==> src/rtl/hazard_scheduler_pkg.sv <==
// Shared definitions for the hazard scheduler slice.
// Holds the id_ctrl field positions, the scheduler state encoding and the
// default geometry parameters.
package hazard_scheduler_pkg;

  // id_ctrl field positions
  localparam int RS_HI        = 24;
  localparam int RS_LO        = 20;
  localparam int RT_HI        = 19;
  localparam int RT_LO        = 15;
  localparam int RD_HI        = 14;
  localparam int RD_LO        = 10;
  localparam int WR_REGFILE_B = 9;
  localparam int MUX_IMM_B    = 8;
  localparam int ALU_SEL_HI   = 7;
  localparam int ALU_SEL_LO   = 6;
  localparam int MUL_START_B  = 5;
  localparam int MUX2_ALU_B   = 4;
  localparam int WR_MEM_B     = 3;
  localparam int CS_WB2_B     = 2;
  localparam int BRANCH_B     = 1;
  localparam int JMP_B        = 0;

  // Geometry defaults: EX, MEM, WB between issue and register-file write
  localparam int PIPE_DEPTH_DEF = 3;
  localparam int REG_W_DEF      = 5;

  typedef enum logic {
    RUN      = 1'b0,
    MUL_WAIT = 1'b1
  } sched_state_t;

endpackage

==> src/rtl/hazard_scoreboard.sv <==
// In-flight register-write tracker.
// A PIPE_DEPTH-deep shift register of {valid, rd} entries that advances every
// clock, plus a two-port comparator against the ID source registers.
// Ports:
//   clk, rst          clock, asynchronous active-high reset
//   push, push_rd     load entry 0 with {1, push_rd} when push, else empty
//   query_rs/rt       ID source register addresses
//   hit_rs/rt         source matches a valid in-flight destination (r0 never hits)
module hazard_scoreboard
  import hazard_scheduler_pkg::*;
#(
  parameter int PIPE_DEPTH = PIPE_DEPTH_DEF,
  parameter int REG_W      = REG_W_DEF
) (
  input  logic             clk,
  input  logic             rst,
  input  logic             push,
  input  logic [REG_W-1:0] push_rd,
  input  logic [REG_W-1:0] query_rs,
  input  logic [REG_W-1:0] query_rt,
  output logic             hit_rs,
  output logic             hit_rt
);

  logic [PIPE_DEPTH-1:0] vld_q;
  logic [REG_W-1:0]      rd_q [PIPE_DEPTH];

  // Shift stage: entry PIPE_DEPTH-1 is in WB and drops out at the next edge
  always_ff @(posedge clk or posedge rst) begin
    if (rst) begin
      vld_q <= '0;
      for (int i = 0; i < PIPE_DEPTH; i++) rd_q[i] <= '0;
    end else begin
      vld_q[0] <= push;
      rd_q[0]  <= push ? push_rd : '0;
      for (int i = 1; i < PIPE_DEPTH; i++) begin
        vld_q[i] <= vld_q[i-1];
        rd_q[i]  <= rd_q[i-1];
      end
    end
  end

  always_comb begin
    hit_rs = 1'b0;
    hit_rt = 1'b0;
    for (int i = 0; i < PIPE_DEPTH; i++) begin
      if (vld_q[i] && (rd_q[i] == query_rs) && (query_rs != '0)) hit_rs = 1'b1;
      if (vld_q[i] && (rd_q[i] == query_rt) && (query_rt != '0)) hit_rt = 1'b1;
    end
  end

endmodule

==> src/rtl/hazard_scheduler.sv <==
// Issue/stall/bubble/flush sequencer for the single-issue pipeline.
// No forwarding: RAW hazards stall until the producer retires from WB.
// The multi-cycle multiplier holds the whole pipeline from issue to mul_done.
// Ports:
//   clk, rst          clock, asynchronous active-high reset
//   id_valid, id_ctrl ID-stage instruction and its 25-bit decoded control word
//   ex_branch_taken   taken BNE resolving in EX
//   mul_done          multiplier result pulse
//   issue             ID instruction advances to EX
//   pc_stall          hold PC
//   if_id_stall       hold IF/ID
//   id_ex_bubble      load all-zero control into ID/EX
//   if_id_flush       clear IF/ID at the next edge
//   mul_busy          registered, high while waiting on the multiplier
module hazard_scheduler
  import hazard_scheduler_pkg::*;
#(
  parameter int PIPE_DEPTH = PIPE_DEPTH_DEF,
  parameter int REG_W      = REG_W_DEF
) (
  input  logic        clk,
  input  logic        rst,
  input  logic        id_valid,
  input  logic [24:0] id_ctrl,
  input  logic        ex_branch_taken,
  input  logic        mul_done,
  output logic        issue,
  output logic        pc_stall,
  output logic        if_id_stall,
  output logic        id_ex_bubble,
  output logic        if_id_flush,
  output logic        mul_busy
);

  sched_state_t     state_q, state_d;
  logic [REG_W-1:0] mul_rd_q, mul_rd_d;

  logic [REG_W-1:0] rs, rt, rd;
  logic             wr_regfile, mux_imm, mul_start, wr_mem, jmp;
  logic             uses_rs, uses_rt, hit_rs, hit_rt, hazard;
  logic             push;
  logic [REG_W-1:0] push_rd;
  logic             unused_ctrl;

  assign rs         = id_ctrl[RS_HI:RS_LO];
  assign rt         = id_ctrl[RT_HI:RT_LO];
  assign rd         = id_ctrl[RD_HI:RD_LO];
  assign wr_regfile = id_ctrl[WR_REGFILE_B];
  assign mux_imm    = id_ctrl[MUX_IMM_B];
  assign mul_start  = id_ctrl[MUL_START_B];
  assign wr_mem     = id_ctrl[WR_MEM_B];
  assign jmp        = id_ctrl[JMP_B];

  // Datapath-only fields; the scheduler never looks at them
  assign unused_ctrl = ^{id_ctrl[ALU_SEL_HI:ALU_SEL_LO], id_ctrl[MUX2_ALU_B],
                         id_ctrl[CS_WB2_B], id_ctrl[BRANCH_B]};

  // Jumps carry no rs; stores read rt even though they use the immediate
  assign uses_rs = !jmp;
  assign uses_rt = !mux_imm | wr_mem;

  // A MUL destination reaches the scoreboard on the mul_done cycle, so any
  // consumer waiting in ID is covered by the scoreboard once RUN resumes.
  assign hazard = id_valid & ((uses_rs & hit_rs) | (uses_rt & hit_rt));

  assign mul_busy = (state_q == MUL_WAIT);

  hazard_scoreboard #(
    .PIPE_DEPTH (PIPE_DEPTH),
    .REG_W      (REG_W)
  ) u_scoreboard (
    .clk      (clk),
    .rst      (rst),
    .push     (push),
    .push_rd  (push_rd),
    .query_rs (rs),
    .query_rt (rt),
    .hit_rs   (hit_rs),
    .hit_rt   (hit_rt)
  );

  always_ff @(posedge clk or posedge rst) begin
    if (rst) begin
      state_q  <= RUN;
      mul_rd_q <= '0;
    end else begin
      state_q  <= state_d;
      mul_rd_q <= mul_rd_d;
    end
  end

  always_comb begin
    state_d      = state_q;
    mul_rd_d     = mul_rd_q;
    issue        = 1'b0;
    pc_stall     = 1'b0;
    if_id_stall  = 1'b0;
    id_ex_bubble = 1'b0;
    if_id_flush  = 1'b0;
    push         = 1'b0;
    push_rd      = '0;
    case (state_q)
      RUN: begin
        if (ex_branch_taken) begin
          // Wrong-path ID instruction is dropped, MUL included
          if_id_flush  = 1'b1;
          id_ex_bubble = 1'b1;
        end else if (hazard) begin
          pc_stall     = 1'b1;
          if_id_stall  = 1'b1;
          id_ex_bubble = 1'b1;
        end else if (id_valid) begin
          issue = 1'b1;
          if (mul_start) begin
            mul_rd_d = rd;
            state_d  = MUL_WAIT;
          end else begin
            if_id_flush = jmp;
            if (wr_regfile && (rd != '0)) begin
              push    = 1'b1;
              push_rd = rd;
            end
          end
        end
      end
      MUL_WAIT: begin
        pc_stall     = 1'b1;
        if_id_stall  = 1'b1;
        id_ex_bubble = 1'b1;
        if (mul_done) begin
          state_d = RUN;
          if (mul_rd_q != '0) begin
            push    = 1'b1;
            push_rd = mul_rd_q;
          end
        end
      end
      default: state_d = RUN;
    endcase
  end

endmodule

==> config.mk <==
export PLATFORM = sky130hd
export DESIGN_NAME = hazard_scheduler
export DESIGN_NICKNAME = d
export VERILOG_FILES = /design/src/rtl/hazard_scheduler_pkg.sv /design/src/rtl/hazard_scoreboard.sv /design/src/rtl/hazard_scheduler.sv
export SDC_FILE = /design/constraint.sdc
export NUM_CORES = 1
export LEC_CHECK = 0
export ABC_AREA = 1
export CAP_MARGIN = 5
export CORE_MARGIN = 1.5
export CORE_UTILIZATION = 50
export DETAILED_ROUTE_END_ITERATION = 8
export PLACE_DENSITY = 0.81
export SLEW_MARGIN = 10
export SYNTH_ARGS = -nofsm -noshare
export SYNTH_HDL_FRONTEND = slang
export SYNTH_SLANG_ARGS = --single-unit
==> constraint.sdc <==
create_clock -name clk -period 3.8 [get_ports clk]
set_input_delay 0.76 -clock clk [delete_from_list [all_inputs] [get_ports clk]]
set_output_delay 0.76 -clock clk [all_outputs]
set_load 0.005 [all_outputs]
==> results.sh, run 1 <==
export IMPL_crit_path_start_kind="input pin"
export IMPL_tightest_slew_ps=917
export IMPL_rsz0062_at_grt="no"
export IMPL_fmaxAchievable_ghz=0.280
export IMPL_cts_buffers=3
export IMPL_synthArstFlopShare_pct=100
export IMPL_yosysSeqAreaShare_pct=40.6
export IMPL_cap_viol_max_count=0
export IMPL_whs_ps=424
export IMPL_cpMostUsedCell="nand2_1"
export IMPL_cpLargestDelayFamily="buffers and inverters"
export IMPL_boundaryPins=36
export IMPL_hold_violations=0
export IMPL_syn_inst=229
export IMPL_io_buffers=30
export IMPL_drive_gt1_share_pct=7.66
export IMPL_grt_pass1_wl_um=5660
export IMPL_drt_iter0_markers=74
export IMPL_cp_end_kind="output port"
export IMPL_ys_warn_count=0
export IMPL_clockRootBuffer="clkbuf_4"
export IMPL_gr_total_overflow=0
export IMPL_core_area_mm2=0.00278
export IMPL_worstPathArrival_ps=2820
export IMPL_leakage_nw=0.961
export IMPL_synthTopCellsByCount="nand2_1, inv_1, nor2_1, dfrtp_1, nand4_1"
export IMPL_start_util_pct=53.2
export IMPL_finalPower_mw=0.566
export IMPL_synth_seq_cells=24
export IMPL_cp_required_ps=3040
export IMPL_htree_levels=1
export IMPL_synth_edf_count=0
export IMPL_synth_area_leaders="dfrtp_1, nand2_1, inv_1"
export IMPL_status="complete, no violations"
export IMPL_finalCritPeriodShare_pct=94.1
export IMPL_antenna_found_initial=0
export IMPL_grt_max_degree=25
export IMPL_dp_hpwl_um=2580
export IMPL_ir_drop_mv=0.240
export IMPL_row_count=19
export IMPL_skew_ps=9.88
export IMPL_synthMostInstantiatedCell="nand2_1"
export IMPL_synthToLayoutAreaGrowth_pct=24.5
export IMPL_tns_ps=0
export IMPL_clkSinkCount=24
export IMPL_synth_cell_type_count=23
export IMPL_antenna_left=0
export IMPL_grt_pass1_vias=1379
export IMPL_post_drt_wl_per_cell_um=11.2
export IMPL_synthesis_area_mm2=0.00148
export IMPL_fillCellCount=259
export IMPL_synth_area_per_cell_um2=6.46
export IMPL_drtPass1Iterations=5
export IMPL_ys_flop_type="dfrtp_1"
export IMPL_clk_pin_slew_ps=130
export IMPL_wl_um=3270
export IMPL_power_density_mw_per_mm2=307
export IMPL_synth_top_cell_by_area="dfrtp_1"
export IMPL_cts_path_max_buffers=2
export IMPL_worst_setup_path_type="in -> out"
export IMPL_grt_usage_pct=21.9
export IMPL_num_vias=1479
export IMPL_slowest_delay_ps=560
export IMPL_path_buf_inv=3
export IMPL_cts_tree="yes"
export IMPL_crit_path_top_delay_cell="clkdlybuf4s50_1"
export IMPL_dieArea_mm2=0.00329
export IMPL_final_max_slew_viol_count=0
export IMPL_gp_congestion=0.865
export IMPL_worstPathMaxFanout=4
export IMPL_via_per_inst=5.07
export IMPL_insertion_delay_ps=310
export IMPL_drc_errors=0
export IMPL_fp_dieH_um=57.4
export IMPL_die_w_um=57.4
export IMPL_antenna_cells=0
export IMPL_setup_violations_final=0
export IMPL_synth_top_area_share_pct=40.6
export IMPL_fin_crit_ps=3580
export IMPL_min_path_type="reg -> reg"
export IMPL_synth_fp_nets=259
export IMPL_slew_headroom_pct=38.8
export IMPL_nets=292
export IMPL_path_cells="clkdlybuf4s50_1, inv_2, nand2_1, nand2_1, nor2_1, nand3_1, nand3_1, nand2_1, nand2_2, nand2_1, o21ai_1, clkdlybuf4s50_1"
==> registers in the layout, summed over array words and instances (netlist names) <==
register / count
u_scoreboard.vld_q: 3
mul_busy: 1
mul_rd_q: 5
u_scoreboard.rd_q: 15
==> area by class of cell <==
type / instances / area, um^2 / share of cell area [%]
multi-input combinational: 165 / 714 / 38.8
sequential: 24 / 601 / 32.6
timing repair buffer: 32 / 315 / 17.1
inverter: 36 / 135 / 7.34
tap: 31 / 38.8 / 2.11
clock buffer: 4 / 36.3 / 1.97
==> worst paths after layout <==
kind                                                 start                         endpoint  slack [ps]  cells past startpoint
min in group asynchronous                              rst          mul_rd_q[2]$_DFFE_PP0P_         930                      2
setup / recovery                               id_ctrl[21]                      if_id_stall         220                     12
max in group asynchronous                              rst   u_scoreboard.rd_q[6]$_DFF_PP0_        2310                      2
hold / removal             u_scoreboard.vld_q[0]$_DFF_PP0_  u_scoreboard.vld_q[1]$_DFF_PP0_         420                      0
setup reg to reg            u_scoreboard.rd_q[8]$_DFF_PP0_          mul_rd_q[1]$_DFFE_PP0P_        2160                     13
hold reg to reg            u_scoreboard.vld_q[0]$_DFF_PP0_  u_scoreboard.vld_q[1]$_DFF_PP0_         420                      0
==> placed cells by master, fill, tap and decap left out, drive strengths merged <==
| cell | netlist | routed |
|---|---|---|
| clkbuf | 0 | 4 |
| nor4 | 1 | 1 |
| o21ai | 9 | 9 |
| clkinv | 1 | 1 |
| nor3 | 1 | 1 |
| buf | 4 | 2 |
| clkdlybuf4s50 | 0 | 30 |
| dfrtp | 24 | 24 |
| nand4 | 12 | 12 |
| a21oi | 3 | 3 |
| o22ai | 1 | 1 |
| o41ai | 1 | 1 |
| nor2 | 26 | 26 |
| nand3 | 10 | 10 |
| inv | 35 | 35 |
| nand2 | 99 | 99 |
| nor3b | 1 | 1 |
| or2 | 1 | 1 |
==> stage by stage <==
| stage | worst slack (ps) | cell area, um^2 | std cells | util, % |
|---|---|---|---|---|
| global route | 30.1 | 1840 | 292 | 66.2 |
| global placement | 246 | 1800 | 288 | 64.9 |
| CTS | 138 | 1840 | 292 | 66.2 |
| floorplan | 1310 | 1480 | 229 | - |
| detailed placement | 148 | 1800 | 288 | 64.9 |
| finish | 223 | 1840 | 292 | 66.2 |
==> power by group <==
part           total, mW  internal (mW)  switching, mW
Sequential         0.298          0.278         0.0200
Clock              0.136         0.0585         0.0779
Combinational      0.131         0.0626         0.0686
==> layer usage <==
metal	share of wire, %	track usage [%]	vias to the layer above
li1	-	-	778
met1	46	27.2	665
met2	50	39.1	30
met3	3.1	2.72	6
met4	1.4	7.64	0
met5	0	0	-
==> cells by family after synthesis <==
logic type      share of synthesized area (%)
flops                                    40.6
simple gates                             43.2
buf+inv                                  11.1
compound gates                           5.08
==> timing repair <==
action                     in CTS  in global routing
gates resized for setup         0                  1
setup buffers                   0                  0
setup endpoints to repair       0                  2
hold buffers                    0                  0
(Power assumes the default switching activity.)
==> inputs of run 2 (changes only) <==
--- a/config.mk
+++ b/config.mk
@@ -8,9 +8,9 @@
 export ABC_AREA = 1
 export CAP_MARGIN = 5
 export CORE_MARGIN = 1.5
-export CORE_UTILIZATION = 50
+export CORE_UTILIZATION = 49
 export DETAILED_ROUTE_END_ITERATION = 8
-export PLACE_DENSITY = 0.81
+export PLACE_DENSITY = 0.79
 export SLEW_MARGIN = 10
 export SYNTH_ARGS = -nofsm -noshare
 export SYNTH_HDL_FRONTEND = slang
==> constraint.sdc (replaced) <==
create_clock -name clk -period 4 [get_ports clk]
set_input_delay 0.8 -clock clk [delete_from_list [all_inputs] [get_ports clk]]
set_output_delay 0.8 -clock clk [all_outputs]
set_load 0.005 [all_outputs]
==> results.sh, run 2 (synthesized netlist as in run 1, its figures left out) <==
export IMPL_clk_pin_slew_ps=120
export IMPL_whs_ps=415
export IMPL_fin_cells=292
export IMPL_worstPathArrival_ps=2870
export IMPL_cts_buffers=3
export IMPL_htree_levels=1
export IMPL_drive_gt1_share_pct=7.66
export IMPL_antenna_found_initial=0
export IMPL_setup_violations_final=0
export IMPL_via_per_inst=5.02
export IMPL_skew_ps=1.42
export IMPL_finalInstanceArea_mm2=0.00184
export IMPL_reg_top3="u_scoreboard.rd_q x15, mul_rd_q x5, u_scoreboard.vld_q x3"
export IMPL_grt_pass1_vias=1334
export IMPL_tns_ps=0
export IMPL_io_buffers=30
export IMPL_post_cts_resized=0
export IMPL_cts_path_max_buffers=2
export IMPL_cts_setup_buffers=0
export IMPL_min_from="u_scoreboard.rd_q[8]$_DFF_PP0_"
export IMPL_dp_hpwl_um=2540
export IMPL_post_drt_wl_per_cell_um=11.0
export IMPL_num_vias=1466
export IMPL_die_w_um=57.9
export IMPL_placed_area_mm2=0.00180
export IMPL_grt_pass1_wl_um=5620
export IMPL_r2r_slack_ps=2330
export IMPL_top_register="u_scoreboard.rd_q"
export IMPL_power_density_mw_per_mm2=289
export IMPL_worstPathMaxFanout=4
export IMPL_cp_end_kind="output port"
export IMPL_postLayoutSetupSlackWorst_ps=331
export IMPL_gr_total_overflow=0
export IMPL_clockRootBuffer="clkbuf_4"
export IMPL_insertion_delay_ps=310
export IMPL_finalPower_mw=0.533
export IMPL_placed_cells=288
export IMPL_dieArea_mm2=0.00336
export IMPL_boundaryPins=36
export IMPL_ir_drop_mv=0.228
export IMPL_top_layer="met4"
export IMPL_dp_slack_ps=346
export IMPL_drc_errors=0
export IMPL_route_met3_wl_um=92
export IMPL_worst_setup_path_type="in -> out"
export IMPL_fp_dieH_um=57.9
export IMPL_synthToLayoutAreaGrowth_pct=24.5
export IMPL_row_count=19
export IMPL_cts_tree="yes"
export IMPL_crit_start="id_ctrl[21]"
export IMPL_wl_met2_um=1580
export IMPL_final_cell_mix="nand2_1, clkdlybuf4s50_1, inv_1"
export IMPL_leakage_nw=0.961
export IMPL_finalCritPeriodShare_pct=91.7
export IMPL_antenna_left=0
export IMPL_rsz0062_at_grt="no"
export IMPL_slew_headroom_pct=39.9
export IMPL_tightest_slew_ps=901
export IMPL_wl_um=3220
export IMPL_layout_commonest_cell="nand2_1"
export IMPL_drtPass1Iterations=6
export IMPL_start_util_pct=52.7
export IMPL_drt_iter0_markers=67
export IMPL_clkSinkCount=24
export IMPL_nets=292
export IMPL_gp_congestion=0.856
export IMPL_status="complete, no violations"
export IMPL_fmaxAchievable_ghz=0.273
export IMPL_fin_crit_ps=3670
export IMPL_crit_path_start_kind="input pin"
export IMPL_final_max_slew_viol_count=0
export IMPL_met1_length_um=1480
export IMPL_core_area_mm2=0.00281
export IMPL_grt_max_degree=25
export IMPL_final_util_pct=65.6
export IMPL_cap_viol_max_count=0
export IMPL_reg2reg_from="u_scoreboard.rd_q[7]$_DFF_PP0_"
export IMPL_cp_required_ps=3200
export IMPL_hold_violations=0
export IMPL_hold_buffers=0
export IMPL_min_path_type="reg -> reg"
export IMPL_antenna_cells=0
export IMPL_largest_reg_flops=15
export IMPL_grt_usage_pct=21.6
==> run 2: final timing paths <==
| kind | cells after the start | endpoint |
|---|---|---|
| setup / recovery | 12 | if_id_stall |
| hold / removal | 0 | u_scoreboard.rd_q[3]$_DFF_PP0_ |
| setup reg to reg | 12 | mul_rd_q[0]$_DFFE_PP0P_ |
| hold reg to reg | 0 | u_scoreboard.rd_q[3]$_DFF_PP0_ |
| max in group asynchronous | 2 | u_scoreboard.rd_q[3]$_DFF_PP0_ |
| min in group asynchronous | 2 | mul_rd_q[0]$_DFFE_PP0P_ |
==> run 2: cell type report <==
| class | instances | area (um^2) |
|---|---|---|
| Fill cell | 271 | 965 |
| Sequential cell | 24 | 601 |
| Tap cell | 31 | 38.8 |
| Timing Repair Buffer | 32 | 315 |
| Clock buffer | 4 | 36.3 |
| Multi-Input combinational cell | 165 | 714 |
| Inverter | 36 | 135 |
==> run 2: report_power, final <==
part           internal, mW  switching, mW  leakage (nW)
registers             0.264         0.0186         0.322
clock network        0.0556         0.0702        0.0210
logic                0.0594         0.0649         0.618
==> run 2: per-layer routing <==
| metal | GRT usage (%) | vias up |
|---|---|---|
| met1 | 28.8 | 660 |
| met5 | 0 | - |
| met4 | 7.31 | 0 |
| li1 | - | 772 |
| met2 | 36.9 | 26 |
| met3 | 2.23 | 8 |
==> run 2: critical path, cell delays in order <==
cell and delay [ps]:
clkdlybuf4s50_1 550, inv_2 80, nand2_1 60, nand2_1 50, nor2_1 130, nand3_1 110, nand3_1 90, nand2_1 60
nand2_2 110, nand2_1 80, o21ai_0 200, clkdlybuf4s50_1 540
==> inputs of run 3 (changes only) <==
--- a/config.mk
+++ b/config.mk
@@ -10,7 +10,7 @@
 export CORE_MARGIN = 1.5
 export CORE_UTILIZATION = 49
 export DETAILED_ROUTE_END_ITERATION = 8
-export PLACE_DENSITY = 0.79
+export PLACE_DENSITY = 0.84
 export SLEW_MARGIN = 10
 export SYNTH_ARGS = -nofsm -noshare
 export SYNTH_HDL_FRONTEND = slang
==> results.sh, run 3 (synthesized netlist as in run 1, its figures left out) <==
export IMPL_endpoint="if_id_stall"
export IMPL_hold_buffers=0
export IMPL_grt_max_degree=25
export IMPL_io_buffers=30
export IMPL_fin_crit_ps=3660
export IMPL_post_drt_wl_per_cell_um=11.0
export IMPL_setup_violations_final=0
export IMPL_worstPathArrival_ps=2860
export IMPL_crit_path_start_kind="input pin"
export IMPL_gr_total_overflow=0
export IMPL_slowest_delay_ps=550
export IMPL_drtPass1Iterations=6
export IMPL_largest_reg_flops=15
export IMPL_ir_drop_mv=0.204
export IMPL_nets=292
export IMPL_antenna_left=0
export IMPL_htree_levels=1
export IMPL_die_w_um=57.9
export IMPL_cp_num_cells=12
export IMPL_row_count=19
export IMPL_clkSinkCount=24
export IMPL_finalCritPeriodShare_pct=91.6
export IMPL_slew_headroom_pct=40.7
export IMPL_post_cts_resized=0
export IMPL_drt_iter0_markers=66
export IMPL_cts_tree="yes"
export IMPL_status="finished with violations"
export IMPL_layout_commonest_cell="nand2_1"
export IMPL_reg_top3="u_scoreboard.rd_q x15, mul_rd_q x5, u_scoreboard.vld_q x3"
export IMPL_cts_buffers=3
export IMPL_dieArea_mm2=0.00336
export IMPL_final_max_slew_viol_count=0
export IMPL_via_per_inst=5.05
export IMPL_top_register="u_scoreboard.rd_q"
export IMPL_grt_usage_pct=21.1
export IMPL_reg2reg_depth=13
export IMPL_finalPower_mw=0.532
export IMPL_worstPathMaxFanout=4
export IMPL_fin_cells=292
export IMPL_path_cells="clkdlybuf4s50_1, inv_2, nand2_1, nand2_1, nor2_1, nand3_1, nand3_1, nand2_1, nand2_2, nand2_1, o21ai_0, clkdlybuf4s50_1"
export IMPL_core_area_mm2=0.00281
export IMPL_clockRootBuffer="clkbuf_4"
export IMPL_start_util_pct=52.7
export IMPL_cp_required_ps=3200
export IMPL_whs_ps=415
export IMPL_leakage_nw=0.961
export IMPL_crit_start="id_ctrl[21]"
export IMPL_placed_cells=288
export IMPL_num_vias=1474
export IMPL_cp_end_kind="output port"
export IMPL_cts_path_max_buffers=2
export IMPL_reg2reg_from="u_scoreboard.rd_q[10]$_DFF_PP0_"
export IMPL_cpLargestDelayFamily="buffers and inverters"
export IMPL_fp_dieH_um=57.9
export IMPL_cts_setup_buffers=0
export IMPL_final_cell_mix="nand2_1, clkdlybuf4s50_1, inv_1"
export IMPL_drive_gt1_share_pct=7.66
export IMPL_wl_um=3220
export IMPL_insertion_delay_ps=300
export IMPL_boundaryPins=36
export IMPL_crit_path_top_delay_cell="clkdlybuf4s50_1"
export IMPL_timing_rr_end="mul_rd_q[4]$_DFFE_PP0P_"
export IMPL_worst_setup_path_type="in -> out"
export IMPL_power_density_mw_per_mm2=289
export IMPL_antenna_cells=0
export IMPL_violations="DRC"
export IMPL_fmaxAchievable_ghz=0.273
export IMPL_rsz0062_at_grt="no"
export IMPL_drc_errors=2
export IMPL_grt_pass1_vias=1314
export IMPL_antenna_found_initial=0
export IMPL_hold_violations=0
export IMPL_tns_ps=0
export IMPL_cpMostUsedCell="nand2_1"
export IMPL_cap_viol_max_count=0
export IMPL_grt_pass1_wl_um=5440
export IMPL_min_path_type="reg -> reg"
export IMPL_dp_hpwl_um=2570
export IMPL_skew_ps=2.49
export IMPL_r2r_slack_ps=2340
export IMPL_gp_congestion=0.885
export IMPL_path_buf_inv=3
export IMPL_tightest_slew_ps=889
export IMPL_synthToLayoutAreaGrowth_pct=24.5
export IMPL_clk_pin_slew_ps=130
## run 3: cell counts in the layout (fill, tap and decap cells not counted)
No cell type changed its count.
## run 3: metrics by stage
step / utilization [%] / cell area (um^2) / worst slack, ps
floorplan: - / 1480 / 1430
global placement: 64.3 / 1800 / 378
detailed placement: 64.3 / 1800 / 304
CTS: 65.6 / 1840 / 297
global route: 65.6 / 1840 / 141
finish: 65.6 / 1840 / 337
## run 3: per-layer routing
layer / part of all wire [%] / track usage, % / vias up / wire [um]
met3: 4.4 / 2.23 / 4 / 142
met1: 44 / 26.5 / 660 / 1430
li1: - / - / 772 / -
met5: 0 / 0 / - / 0
met2: 50 / 37.2 / 38 / 1610
met4: 1.3 / 7.97 / 0 / 43
## run 3: layout make-up
cell class,count,area [um^2]
fill,271,965
multi-input combinational,165,714
inverter,36,135
sequential,24,601
tap,31,38.8
clock buffer,4,36.3
timing repair buffer,32,315
## run 3: where the power goes
group,leakage [nW],internal [mW],switching (mW),total (mW)
logic,0.618,0.0594,0.0643,0.124
registers,0.322,0.264,0.0191,0.283
clock network,0.0210,0.0555,0.0693,0.125
## run 3: worst min path at each step
stage / start / end / slack, ps / cells after the start
finish: u_scoreboard.vld_q[0]$_DFF_PP0_ / u_scoreboard.vld_q[1]$_DFF_PP0_ / 420 / 0
global route: u_scoreboard.vld_q[0]$_DFF_PP0_ / u_scoreboard.vld_q[1]$_DFF_PP0_ / 440 / 0
CTS: u_scoreboard.rd_q[8]$_DFF_PP0_ / u_scoreboard.rd_q[3]$_DFF_PP0_ / 410 / 0
detailed placement: u_scoreboard.rd_q[8]$_DFF_PP0_ / u_scoreboard.rd_q[3]$_DFF_PP0_ / 380 / 0
global placement: u_scoreboard.rd_q[8]$_DFF_PP0_ / u_scoreboard.rd_q[3]$_DFF_PP0_ / 380 / 0
floorplan: u_scoreboard.vld_q[1]$_DFF_PP0_ / u_scoreboard.vld_q[2]$_DFF_PP0_ / 370 / 0
